$ cat src/rtl/tl_tester_pkg.sv
// Shared TileLink-UL constants, adapter FSM states and beat-size helper
// for the tester client adapter.
package tl_tester_pkg;

    localparam logic [2:0] TL_GET      = 3'd4;
    localparam logic [2:0] TL_PUT_FULL = 3'd0;
    localparam logic [2:0] TL_ACK      = 3'd0;
    localparam logic [2:0] TL_ACK_DATA = 3'd1;

    typedef enum logic [1:0] {
        IDLE   = 2'd0,
        A_SEND = 2'd1,
        D_WAIT = 2'd2,
        RESP   = 2'd3
    } state_t;

    function automatic int unsigned beat_bytes_log2(input int unsigned data_bits);
        return $clog2(data_bits / 8);
    endfunction

endpackage

$ cat src/rtl/tl_tester_d_checker.sv
// Combinational validation of a D-channel beat against the outstanding
// transaction; selects the data returned to the request driver.
module tl_tester_d_checker
    import tl_tester_pkg::*;
#(
    parameter int unsigned DATA_BITS   = 32,
    parameter int unsigned SOURCE_BITS = 4
) (
    input  logic                   is_write,
    input  logic [SOURCE_BITS-1:0] expected_source,
    input  logic [2:0]             d_opcode,
    input  logic [SOURCE_BITS-1:0] d_source,
    input  logic                   d_denied,
    input  logic                   d_corrupt,
    input  logic [DATA_BITS-1:0]   d_data,
    output logic                   ok,
    output logic                   err,
    output logic [DATA_BITS-1:0]   resp_data
);

    logic [2:0] expected_opcode;

    always_comb begin
        expected_opcode = is_write ? TL_ACK : TL_ACK_DATA;
        err = (d_source != expected_source) || (d_opcode != expected_opcode)
              || d_denied || d_corrupt;
        ok = !err;
        if (err) begin
            resp_data = '1;
        end else if (is_write) begin
            resp_data = '0;
        end else begin
            resp_data = d_data;
        end
    end

endmodule

$ cat src/rtl/tl_tester_client_adapter.sv
// Converts the tester driver's req/resp handshake into single-beat
// TileLink-UL Get/PutFullData transactions, one outstanding at a time.
module tl_tester_client_adapter
    import tl_tester_pkg::*;
#(
    parameter int unsigned ADDR_BITS      = 64,
    parameter int unsigned DATA_BITS      = 32,
    parameter int unsigned SOURCE_BITS    = 4,
    parameter int unsigned SIZE_BITS      = 3,
    parameter int unsigned TIMEOUT_CYCLES = 1024,
    parameter int unsigned CNT_BITS       = 16
) (
    input  logic                   clock,
    input  logic                   reset,
    input  logic                   tlt_req_valid,
    output logic                   tlt_req_ready,
    input  logic [ADDR_BITS-1:0]   tlt_req_bits_addr,
    input  logic [DATA_BITS-1:0]   tlt_req_bits_data,
    input  logic                   tlt_req_bits_is_write,
    output logic                   tlt_resp_valid,
    output logic [DATA_BITS-1:0]   tlt_resp_bits_data,
    output logic                   a_valid,
    input  logic                   a_ready,
    output logic [2:0]             a_opcode,
    output logic [2:0]             a_param,
    output logic [SIZE_BITS-1:0]   a_size,
    output logic [SOURCE_BITS-1:0] a_source,
    output logic [ADDR_BITS-1:0]   a_address,
    output logic [DATA_BITS/8-1:0] a_mask,
    output logic [DATA_BITS-1:0]   a_data,
    output logic                   a_corrupt,
    input  logic                   d_valid,
    output logic                   d_ready,
    input  logic [2:0]             d_opcode,
    input  logic [1:0]             d_param,
    input  logic [SIZE_BITS-1:0]   d_size,
    input  logic [SOURCE_BITS-1:0] d_source,
    input  logic                   d_sink,
    input  logic                   d_denied,
    input  logic                   d_corrupt,
    input  logic [DATA_BITS-1:0]   d_data,
    output logic [CNT_BITS-1:0]    err_count,
    output logic                   timeout_flag,
    output logic                   proto_err_flag
);

    localparam int unsigned LGB   = beat_bytes_log2(DATA_BITS);
    localparam int unsigned CNT_W = (TIMEOUT_CYCLES > 1) ? $clog2(TIMEOUT_CYCLES) : 1;
    localparam logic [ADDR_BITS-1:0] ALIGN_MASK = ADDR_BITS'((64'd1 << LGB) - 64'd1);
    localparam logic [CNT_W-1:0]     TMO_LAST   = CNT_W'(TIMEOUT_CYCLES - 1);

    state_t                 state_q;
    logic [ADDR_BITS-1:0]   addr_q;
    logic [DATA_BITS-1:0]   data_q;
    logic [2:0]             opcode_q;
    logic                   is_write_q;
    logic                   misaligned_q;
    logic [SOURCE_BITS-1:0] source_q;
    logic [CNT_W-1:0]       tmo_q;
    logic [DATA_BITS-1:0]   resp_data_q;
    logic [CNT_BITS-1:0]    err_q;
    logic                   timeout_q;
    logic                   proto_q;

    logic                   req_fire;
    logic                   misalign_now;
    logic                   d_accept;
    logic                   stray_beat;
    logic                   timeout_hit;
    logic                   err_event;
    logic                   chk_ok;
    logic                   chk_err;
    logic [DATA_BITS-1:0]   chk_data;
    logic                   unused_inputs;

    tl_tester_d_checker #(
        .DATA_BITS  (DATA_BITS),
        .SOURCE_BITS(SOURCE_BITS)
    ) u_d_checker (
        .is_write       (is_write_q),
        .expected_source(source_q),
        .d_opcode       (d_opcode),
        .d_source       (d_source),
        .d_denied       (d_denied),
        .d_corrupt      (d_corrupt),
        .d_data         (d_data),
        .ok             (chk_ok),
        .err            (chk_err),
        .resp_data      (chk_data)
    );

    assign unused_inputs = ^{d_param, d_size, d_sink, chk_ok};

    always_comb begin
        req_fire     = tlt_req_valid && (state_q == IDLE);
        misalign_now = req_fire && ((tlt_req_bits_addr & ALIGN_MASK) != '0);
        d_accept     = d_valid && (state_q == D_WAIT);
        stray_beat   = d_valid && (state_q != D_WAIT);
        timeout_hit  = (state_q == D_WAIT) && !d_valid && (tmo_q == TMO_LAST);
        err_event    = misalign_now || (d_accept && chk_err) || timeout_hit || stray_beat;
    end

    assign tlt_req_ready      = (state_q == IDLE);
    assign tlt_resp_valid     = (state_q == RESP);
    assign tlt_resp_bits_data = resp_data_q;
    // A misaligned request still passes through A_SEND, with a_valid held low.
    assign a_valid            = (state_q == A_SEND) && !misaligned_q;
    assign a_opcode           = opcode_q;
    assign a_param            = '0;
    assign a_size             = SIZE_BITS'(LGB);
    assign a_source           = source_q;
    assign a_address          = addr_q;
    assign a_mask             = '1;
    assign a_data             = data_q;
    assign a_corrupt          = 1'b0;
    assign d_ready            = 1'b1;
    assign err_count          = err_q;
    assign timeout_flag       = timeout_q;
    assign proto_err_flag     = proto_q;

    always_ff @(posedge clock) begin
        if (reset) begin
            state_q      <= IDLE;
            addr_q       <= '0;
            data_q       <= '0;
            opcode_q     <= '0;
            is_write_q   <= 1'b0;
            misaligned_q <= 1'b0;
            source_q     <= '0;
            tmo_q        <= '0;
            resp_data_q  <= '0;
            err_q        <= '0;
            timeout_q    <= 1'b0;
            proto_q      <= 1'b0;
        end else begin
            case (state_q)
                IDLE: begin
                    if (req_fire) begin
                        addr_q       <= tlt_req_bits_addr;
                        data_q       <= tlt_req_bits_is_write ? tlt_req_bits_data : '0;
                        opcode_q     <= tlt_req_bits_is_write ? TL_PUT_FULL : TL_GET;
                        is_write_q   <= tlt_req_bits_is_write;
                        misaligned_q <= misalign_now;
                        state_q      <= A_SEND;
                    end
                end
                A_SEND: begin
                    if (misaligned_q) begin
                        resp_data_q <= '1;
                        state_q     <= RESP;
                    end else if (a_ready) begin
                        tmo_q   <= '0;
                        state_q <= D_WAIT;
                    end
                end
                D_WAIT: begin
                    if (d_valid) begin
                        resp_data_q <= chk_data;
                        state_q     <= RESP;
                    end else if (tmo_q == TMO_LAST) begin
                        resp_data_q <= '1;
                        state_q     <= RESP;
                    end else begin
                        tmo_q <= tmo_q + 1'b1;
                    end
                end
                RESP: begin
                    source_q <= source_q + 1'b1;
                    state_q  <= IDLE;
                end
                default: state_q <= IDLE;
            endcase

            if (stray_beat || (d_accept && chk_err)) begin
                proto_q <= 1'b1;
            end
            if (timeout_hit) begin
                timeout_q <= 1'b1;
            end
            if (err_event && (err_q != '1)) begin
                err_q <= err_q + 1'b1;
            end
        end
    end

endmodule

$ cat config.mk
export PLATFORM = sky130hd
export DESIGN_NAME = tl_tester_client_adapter
export DESIGN_NICKNAME = d
export VERILOG_FILES = /design/src/rtl/tl_tester_pkg.sv /design/src/rtl/tl_tester_d_checker.sv /design/src/rtl/tl_tester_client_adapter.sv
export SDC_FILE = /design/constraint.sdc
export NUM_CORES = 1
export LEC_CHECK = 0
export CELL_PAD_IN_SITES_DETAIL_PLACEMENT = 1
export CELL_PAD_IN_SITES_GLOBAL_PLACEMENT = 2
export CORE_MARGIN = 2
export CORE_UTILIZATION = 22
export CTS_CLUSTER_DIAMETER = 120
export DETAILED_ROUTE_END_ITERATION = 8
export PLACE_DENSITY = 0.82
export SYNTH_ARGS = -nofsm -noshare
export SYNTH_HDL_FRONTEND = slang
export SYNTH_SLANG_ARGS = --single-unit
export TNS_END_PERCENT = 5
$ cat constraint.sdc
create_clock -name clock -period 3.05 [get_ports clock]
set_input_delay 0.61 -clock clock [delete_from_list [all_inputs] [get_ports clock]]
set_output_delay 0.61 -clock clock [all_outputs]
set_load 0.01 [all_outputs]
==> results by group, run 1 <==
Timing
  • FMAX: 373 MHz
  • Clk_skew: 0.0149 ns
  • Final Slew Violations: 0
  • Relative slew slack: 29.7%
  • Worst-Margin Slew: 1.05 ns
  • Fin crit period: 2.68 ns
  • # setup viols final: 0
  • Final period util: 87.8%
  • Final Hold Viols: 0
  • RSZ-0062 raised after global routing: no
  • Final setup TNS: 0 ns

Route
  • Vias: 6419
  • Per-cell routed wire length: 15.6 um
  • Remaining DRCs: 0
  • First drt pass iteration count: 4
  • DRT iter0 DRCs: 232
  • Routed wire length: 23000 um
  • Via/cell ratio: 4.37
  • Routed Antenna Nets: 0

Die
  • Full die area: 0.0308 sq mm
  • Initial core utilization: 22.4%
  • Site Rows: 62
  • Die X: 176 um
  • Die height: 176 um
  • I/O pins: 317
  • Core area: 0.0289 sq mm

Global route
  • Largest net degree at the start of global routing: 98
  • Vias in the first global route: 6394
  • First-pass GRT wire length: 35800 um
  • Global Route Usage Sum: 14.5%
  • Total congestion overflow: 0
  • Initial antenna violation count: 0

Clock tree
  • Postcts setup bufs: 0
  • CTS tree: yes
  • Maximum level of the CTS H-tree: 4
  • CTS Hold Bufs: 0
  • TritonCTS Sinks: 165
  • Longest Clk Path Bufs: 2
  • Post-cts sizing count: 0
  • Clk slew on worst S/H paths: 0.06 ns
  • TritonCTS Buffers: 17
  • Worst-skew pair later-pin latency: 0.43 ns
  • CTS Root Cell: clkbuf_16

Power
  • PwrDens: 743 mW/mm^2
  • P_leak: 3.73 nW
  • Worst vdd ir: 0.000284 V

Worst setup path
  • Worst Setup Start Kind: register
  • CP bufs+invs: 2
  • Crit path DAT: 2.07 ns
  • CP Max Fanout: 5
  • CP endpoint kind: primary output
  • WP data required: 2.44 ns
  • Worst Setup Path Type: register to primary output
  • Cell Chain, Critical Path: inv_1 -> ha_1 -> nor2b_1 -> clkdlybuf4s50_1
  • CP max stage delay: 0.62 ns
  • Critical path's slowest cell: clkdlybuf4s50_1
  • Top Family by Delay on Critical Path: buffers and inverters

Finish
  • Final Util: 36.1%
  • Share of cells above drive strength 1: 5.54%
  • Non-Filler Instances: 1468
  • Area Overhead vs Synth: 60.9%
  • Nets@finish: 1228
  • ANT cells: 0

Synthesis
  • Mapped Area: 0.00647 sq mm
  • Post-synth ARST share: 0%
  • Synthesized flop and latch total: 165
  • Synth warnings: 0
  • Synth Flop Type: dfxtp_1
  • Sequential share of the synthesized area: 51.0%
  • Number of distinct library cells after synthesis: 48
  • Syn Inst Count: 801
  • Number of synthesized flops with an enable pin: 0
  • Avg Inst Size Synth: 8.08 sq um

Place
  • Post-DP HPWL: 16000 um
  • # placed instances: 1436
  • Global placement routability congestion: 0.746
  • Number of port buffers: 296

Hold path
  • Worst hold path class: register to register

Job
  • Max-cap violations: 0

Run status
  • Outcome: completed
[cells by family after synthesis]
family / Yosys count / synth area share (%)
xor+xnor: 23 / 3.11
buf+inv: 80 / 5.61
fa+ha+maj: 8 / 1.55
mux: 6 / 1.01
simple gates: 354 / 24.0
flops: 165 / 51.0
compound gates: 163 / 13.5
other cells: 2 / 0.116
[placed cells by master, fill, tap and decap left out, types with 2 or more instances in the layout]
cell type        netlist  final
ha_1                   8      8
o21a_1                 2      2
and2_4                 1      2
mux2_2                 4      4
nor4_1                 3      3
inv_6                  0      3
xor2_1                 9      9
nor3_1                32     32
o21ai_0                3      3
inv_1                 12     12
o31ai_1                2      2
and3_1                 3      3
buf_12                 0      4
clkbuf_16              0     17
bufinv_16              0      3
and4_1                 2      2
mux2i_1                2      2
a211oi_1               4      4
nand4_1               12     12
clkdlybuf4s50_1        0    295
clkinvlp_4             0      3
and2_1                 5      4
nor2b_1                4      4
and3_2                 2      2
nand2_1              178    177
nor2_1                62     62
conb_1                 2     14
clkinv_4               0      3
nand3_1               40     40
a21oi_1              143    143
xnor2_1               14     14
buf_4                 14      8
dfxtp_1              165    165
[layer usage]
layer,GRT usage (%),vias up,wire length [um]
li1,-,3181,-
met1,18.0,3002,10300
met2,23.9,222,10500
met3,5.24,14,1940
met4,3.72,0,225
met5,0,-,0
[power breakdown]
group | switching, mW | internal, mW
clock | 1.00 | 1.32
combinational | 1.41 | 1.25
sequential | 0.214 | 2.55
[registers in the layout, summed over array words and instances, names as in the netlist]
signal,flops
proto_err_flag,1
state_q,2
a_data,32
is_write_q,1
timeout_flag,1
tmo_q,10
misaligned_q,1
a_address,64
tlt_resp_bits_data,32
a_source,4
a_opcode,1
err_count,16
[synthesized netlist by cell type (5+ instances only)]
cell / n / area share [%]
nand2_1: 178 / 10
dfxtp_1: 165 / 51
a21oi_1: 143 / 11
nor2_1: 62 / 3.6
nand3_1: 40 / 3.1
clkbuf_1: 39 / 2.3
nor3_1: 32 / 2.5
buf_4: 14 / 1.6
xnor2_1: 14 / 1.9
buf_1: 12 / 0.70
inv_1: 12 / 0.70
nand4_1: 12 / 1.2
xor2_1: 9 / 1.2
ha_1: 8 / 1.5
and2_1: 5 / 0.48
[path summary, 6_finish.rpt]
kind,start,end,slack [ns],depth (start not counted)
max reg2reg,state_q[0],err_count[7],0.59,8
min,proto_err_flag,proto_err_flag,0.45,2
max,state_q[1],a_valid,0.37,4
min reg2reg,proto_err_flag,proto_err_flag,0.45,2
[area by class of cell]
cell class                      count  area [sq um]
Clock inverter                     14           193
Clock buffer                       18           429
Fill cell                        3407         18400
Inverter                           12          45.0
Timing Repair Buffer              307          3090
Sequential cell                   165          3300
Multi-Input combinational cell    568          2870
Tap cell                          384           480
[worst reg2reg max path, delay by kind of cell (launching register included)]
kind                     cells  cell delay [ns]
multiplexers                 1             0.34
AND/OR/NAND/NOR              3             0.58
adder cells (fa/ha/maj)      1             0.33
AO/OA/AOI/OAI                2             0.63
flip-flops                   1             0.35
buffers and inverters        1             0.13
[metrics by stage]
step	instance area [sq um]	worst slack [ns]	power [mW]	hold slack, ns
global placement	9790	0.325	5.46	0.437
CTS	10400	0.322	7.89	0.452
detailed placement	9790	0.312	5.52	0.441
floorplan	6520	0.831	4.12	0.447
finish	10400	0.372	7.74	0.447
global route	10400	0.232	8.24	0.475
No activity file was read; power rests on OpenSTA's default activity.
==> run 2, diff against run 1 <==
--- a/config.mk
+++ b/config.mk
@@ -11,7 +11,7 @@
 export CORE_UTILIZATION = 22
 export CTS_CLUSTER_DIAMETER = 120
 export DETAILED_ROUTE_END_ITERATION = 8
-export PLACE_DENSITY = 0.82
+export PLACE_DENSITY = 0.81
 export SYNTH_ARGS = -nofsm -noshare
 export SYNTH_HDL_FRONTEND = slang
 export SYNTH_SLANG_ARGS = --single-unit
==> run 2 against run 1 <==
- fmax up 0.19%
- largest power group unchanged
- sequential power is essentially flat
- routed wire length is 0.76% lower
- critical path type unchanged
- non-clock buffer count increased by 1
==> results by group, run 2 (synthesized netlist as in run 1, its figures left out) <==
Clock tree
  • Clk slew on worst S/H paths: 0.07 ns (about the same)
  • Longest Clk Path Bufs: 2 (unchanged)
  • Post-cts sizing count: 0 (unchanged)
  • Maximum level of the CTS H-tree: 4 (unchanged)
  • TritonCTS Buffers: 17 (unchanged)
  • Worst-skew pair later-pin latency: 0.42 ns (about the same)
  • CTS Hold Bufs: 0 (unchanged)
  • TritonCTS Sinks: 165 (unchanged)
  • Postcts setup bufs: 0 (unchanged)
  • CTS Root Cell: clkbuf_16
  • CTS tree: yes

Route
  • First drt pass iteration count: 4 (unchanged)
  • Routed Antenna Nets: 0 (unchanged)
  • Per-cell routed wire length: 15.5 um (-0.83%)
  • Via/cell ratio: 4.37 (about the same)
  • DRT iter0 DRCs: 242 (+4.3%)
  • Vias: 6419 (unchanged)
  • Remaining DRCs: 0 (unchanged)
  • Routed wire length: 22800 um (-0.76%)

Global route
  • Initial antenna violation count: 0 (unchanged)
  • M2 GR Usage: 23.4% (-0.48 points)
  • Largest net degree at the start of global routing: 98 (unchanged)
  • Most used routing layer: met2
  • Vias in the first global route: 6628 (+3.7%)
  • First-pass GRT wire length: 36100 um (+0.73%)
  • Met3 Use GR: 5.00% (-0.24 points)
  • Global Route Usage Sum: 14.6% (+0.11 points)
  • Total congestion overflow: 0 (unchanged)
  • Met1 global-route usage: 18.6% (+0.55 points)

Worst setup path
  • Crit path DAT: 2.06 ns (about the same)
  • CP Max Fanout: 5 (unchanged)
  • Cell Chain, Critical Path: inv_1 -> ha_1 -> nor2b_1 -> clkdlybuf4s50_1
  • WP data required: 2.44 ns (about the same)
  • Worst Setup Path Type: register to primary output
  • Worst Setup Start Kind: register
  • Origin of the critical flop-to-flop path: state_q[0]
  • Critical path's slowest cell: clkdlybuf4s50_1
  • R2r setup slk: 0.64 ns (+0.05 ns)
  • CP bufs+invs: 2 (unchanged)
  • CP endpoint kind: primary output
  • Crit. Startpoint: state_q[1]
  • Top Family by Delay on Critical Path: buffers and inverters
  • CP max stage delay: 0.62 ns (about the same)

Place
  • Number of port buffers: 296 (unchanged)
  • # placed instances: 1437 (+0.070%)
  • Post-DP HPWL: 16000 um (about the same)
  • Placed inst area: 0.00980 sq mm (about the same)
  • Global placement routability congestion: 0.732 (-2.0%)

Run status
  • Outcome: completed

Power
  • P_leak: 3.72 nW (-0.24%)
  • Cell internal pwr: 4.94 mW (-3.5%)
  • PwrDens: 727 mW/mm^2 (-2.2%)
  • Sequential share of power: 36.6% (+0.9 points)
  • Worst vdd ir: 0.000300 V (+5.6%)
  • Logic gate share of total power: 35.1% (+0.7 points)
  • Switching portion of total power: 34.5% (+0.62 points)
  • Sw Pwr: 2.60 mW (-0.79%)
  • Part of the power in the clock network: 28.3% (-1.6 points)

Timing
  • Worst hold slack: 0.451 ns (+0.00466 ns)
  • Relative slew slack: 32.6% (+2.9 points)
  • Final setup TNS: 0 ns (unchanged)
  • Worst-Margin Slew: 1.01 ns (-0.0428 ns)
  • Clk_skew: 0.0126 ns (-0.00229 ns)
  • Final Slew Violations: 0 (unchanged)
  • Final Hold Viols: 0 (unchanged)
  • Fin crit period: 2.67 ns (-0.00497 ns)
  • RSZ-0062 raised after global routing: no
  • FMAX: 374 MHz (+0.19%)
  • # setup viols final: 0 (unchanged)
  • Final period util: 87.6% (-0.16 points)

Job
  • Max-cap violations: 0 (unchanged)

Die
  • Core area: 0.0289 sq mm (unchanged)
  • Initial core utilization: 22.4% (unchanged)
  • I/O pins: 317 (unchanged)
  • Die X: 176 um (unchanged)
  • Die height: 176 um (unchanged)
  • Full die area: 0.0308 sq mm (unchanged)
  • Site Rows: 62 (unchanged)

Finish
  • Non-Filler Instances: 1469 (+0.068%)
  • ANT cells: 0 (unchanged)
  • Final instance area: 0.0104 sq mm (-0.39%)
  • Area Overhead vs Synth: 60.2%
  • Most frequent cells in the layout: clkdlybuf4s50_1 (295), nand2_1 (177), dfxtp_1 (165)
  • Share of cells above drive strength 1: 5.71% (+0.18 points)
  • Max reg flops: 64 (unchanged)
  • Nets@finish: 1229 (+0.081%)
  • Most common cell after layout, fill and taps aside: clkdlybuf4s50_1

Hold path
  • Worst hold path class: register to register
  • Hold_sp: timeout_flag
-- run 2: changes by cell type in the layout (fill, tap and decap cells not counted), sizes merged --
cell,change
bufinv,-3
inv,+3
clkbuf,+2
buf,+1
clkinv,-1
clkinvlp,-1
-- run 2: worst reg2reg max path, cell delays in order (launching register included) --
cell	delay (ns)
dfxtp_1	0.35
inv_1	0.13
ha_1	0.33
and4b_1	0.23
nand4_1	0.13
and2_4	0.23
a21o_4	0.27
nor4_1	0.27
mux2_2	0.36
-- run 2: power groups by stage --
stage          combinational, mW  clock (mW)  sequential [mW]
2_1_floorplan               1.16           0             2.96
3_3_place_gp                2.67           0             2.79
3_5_place_dp                2.71           0             2.81
4_1_cts                     2.71        2.24             2.76
5_1_grt                     2.95        2.32             2.81
6_report                    2.64        2.13             2.76
-- run 2: path summary, 6_finish.rpt --
kind                            depth (start not counted)       endpoint
worst max-delay path                                    4        a_valid
worst min-delay path                                    2   timeout_flag
worst max register to register                          8  err_count[15]
worst min register to register                          2   timeout_flag
-- run 2: final cells by class --
type | instances | area (sq um)
Clock buffer | 20 | 467
Clock inverter | 12 | 108
Fill cell | 3368 | 18500
Inverter | 12 | 45.0
Multi-Input combinational cell | 568 | 2870
Sequential cell | 165 | 3300
Tap cell | 384 | 480
Timing Repair Buffer | 308 | 3100
-- run 2: stage by stage --
step           power (mW)  utilization (%)  setup WS [ns]
2_1_floorplan        4.12                -          0.831
3_3_place_gp         5.46             33.9          0.298
3_5_place_dp         5.51             33.9          0.290
4_1_cts              7.71             35.9          0.342
5_1_grt              8.08             35.9          0.243
6_report             7.54             35.9          0.377
-- run 2: per-layer routing --
layer  vias to the layer above  wire length (um)
met4                         0               389
li1                       3181                 -
met1                      2996             10300
met3                        22              1900
met2                       220             10200
met5                         -                 0
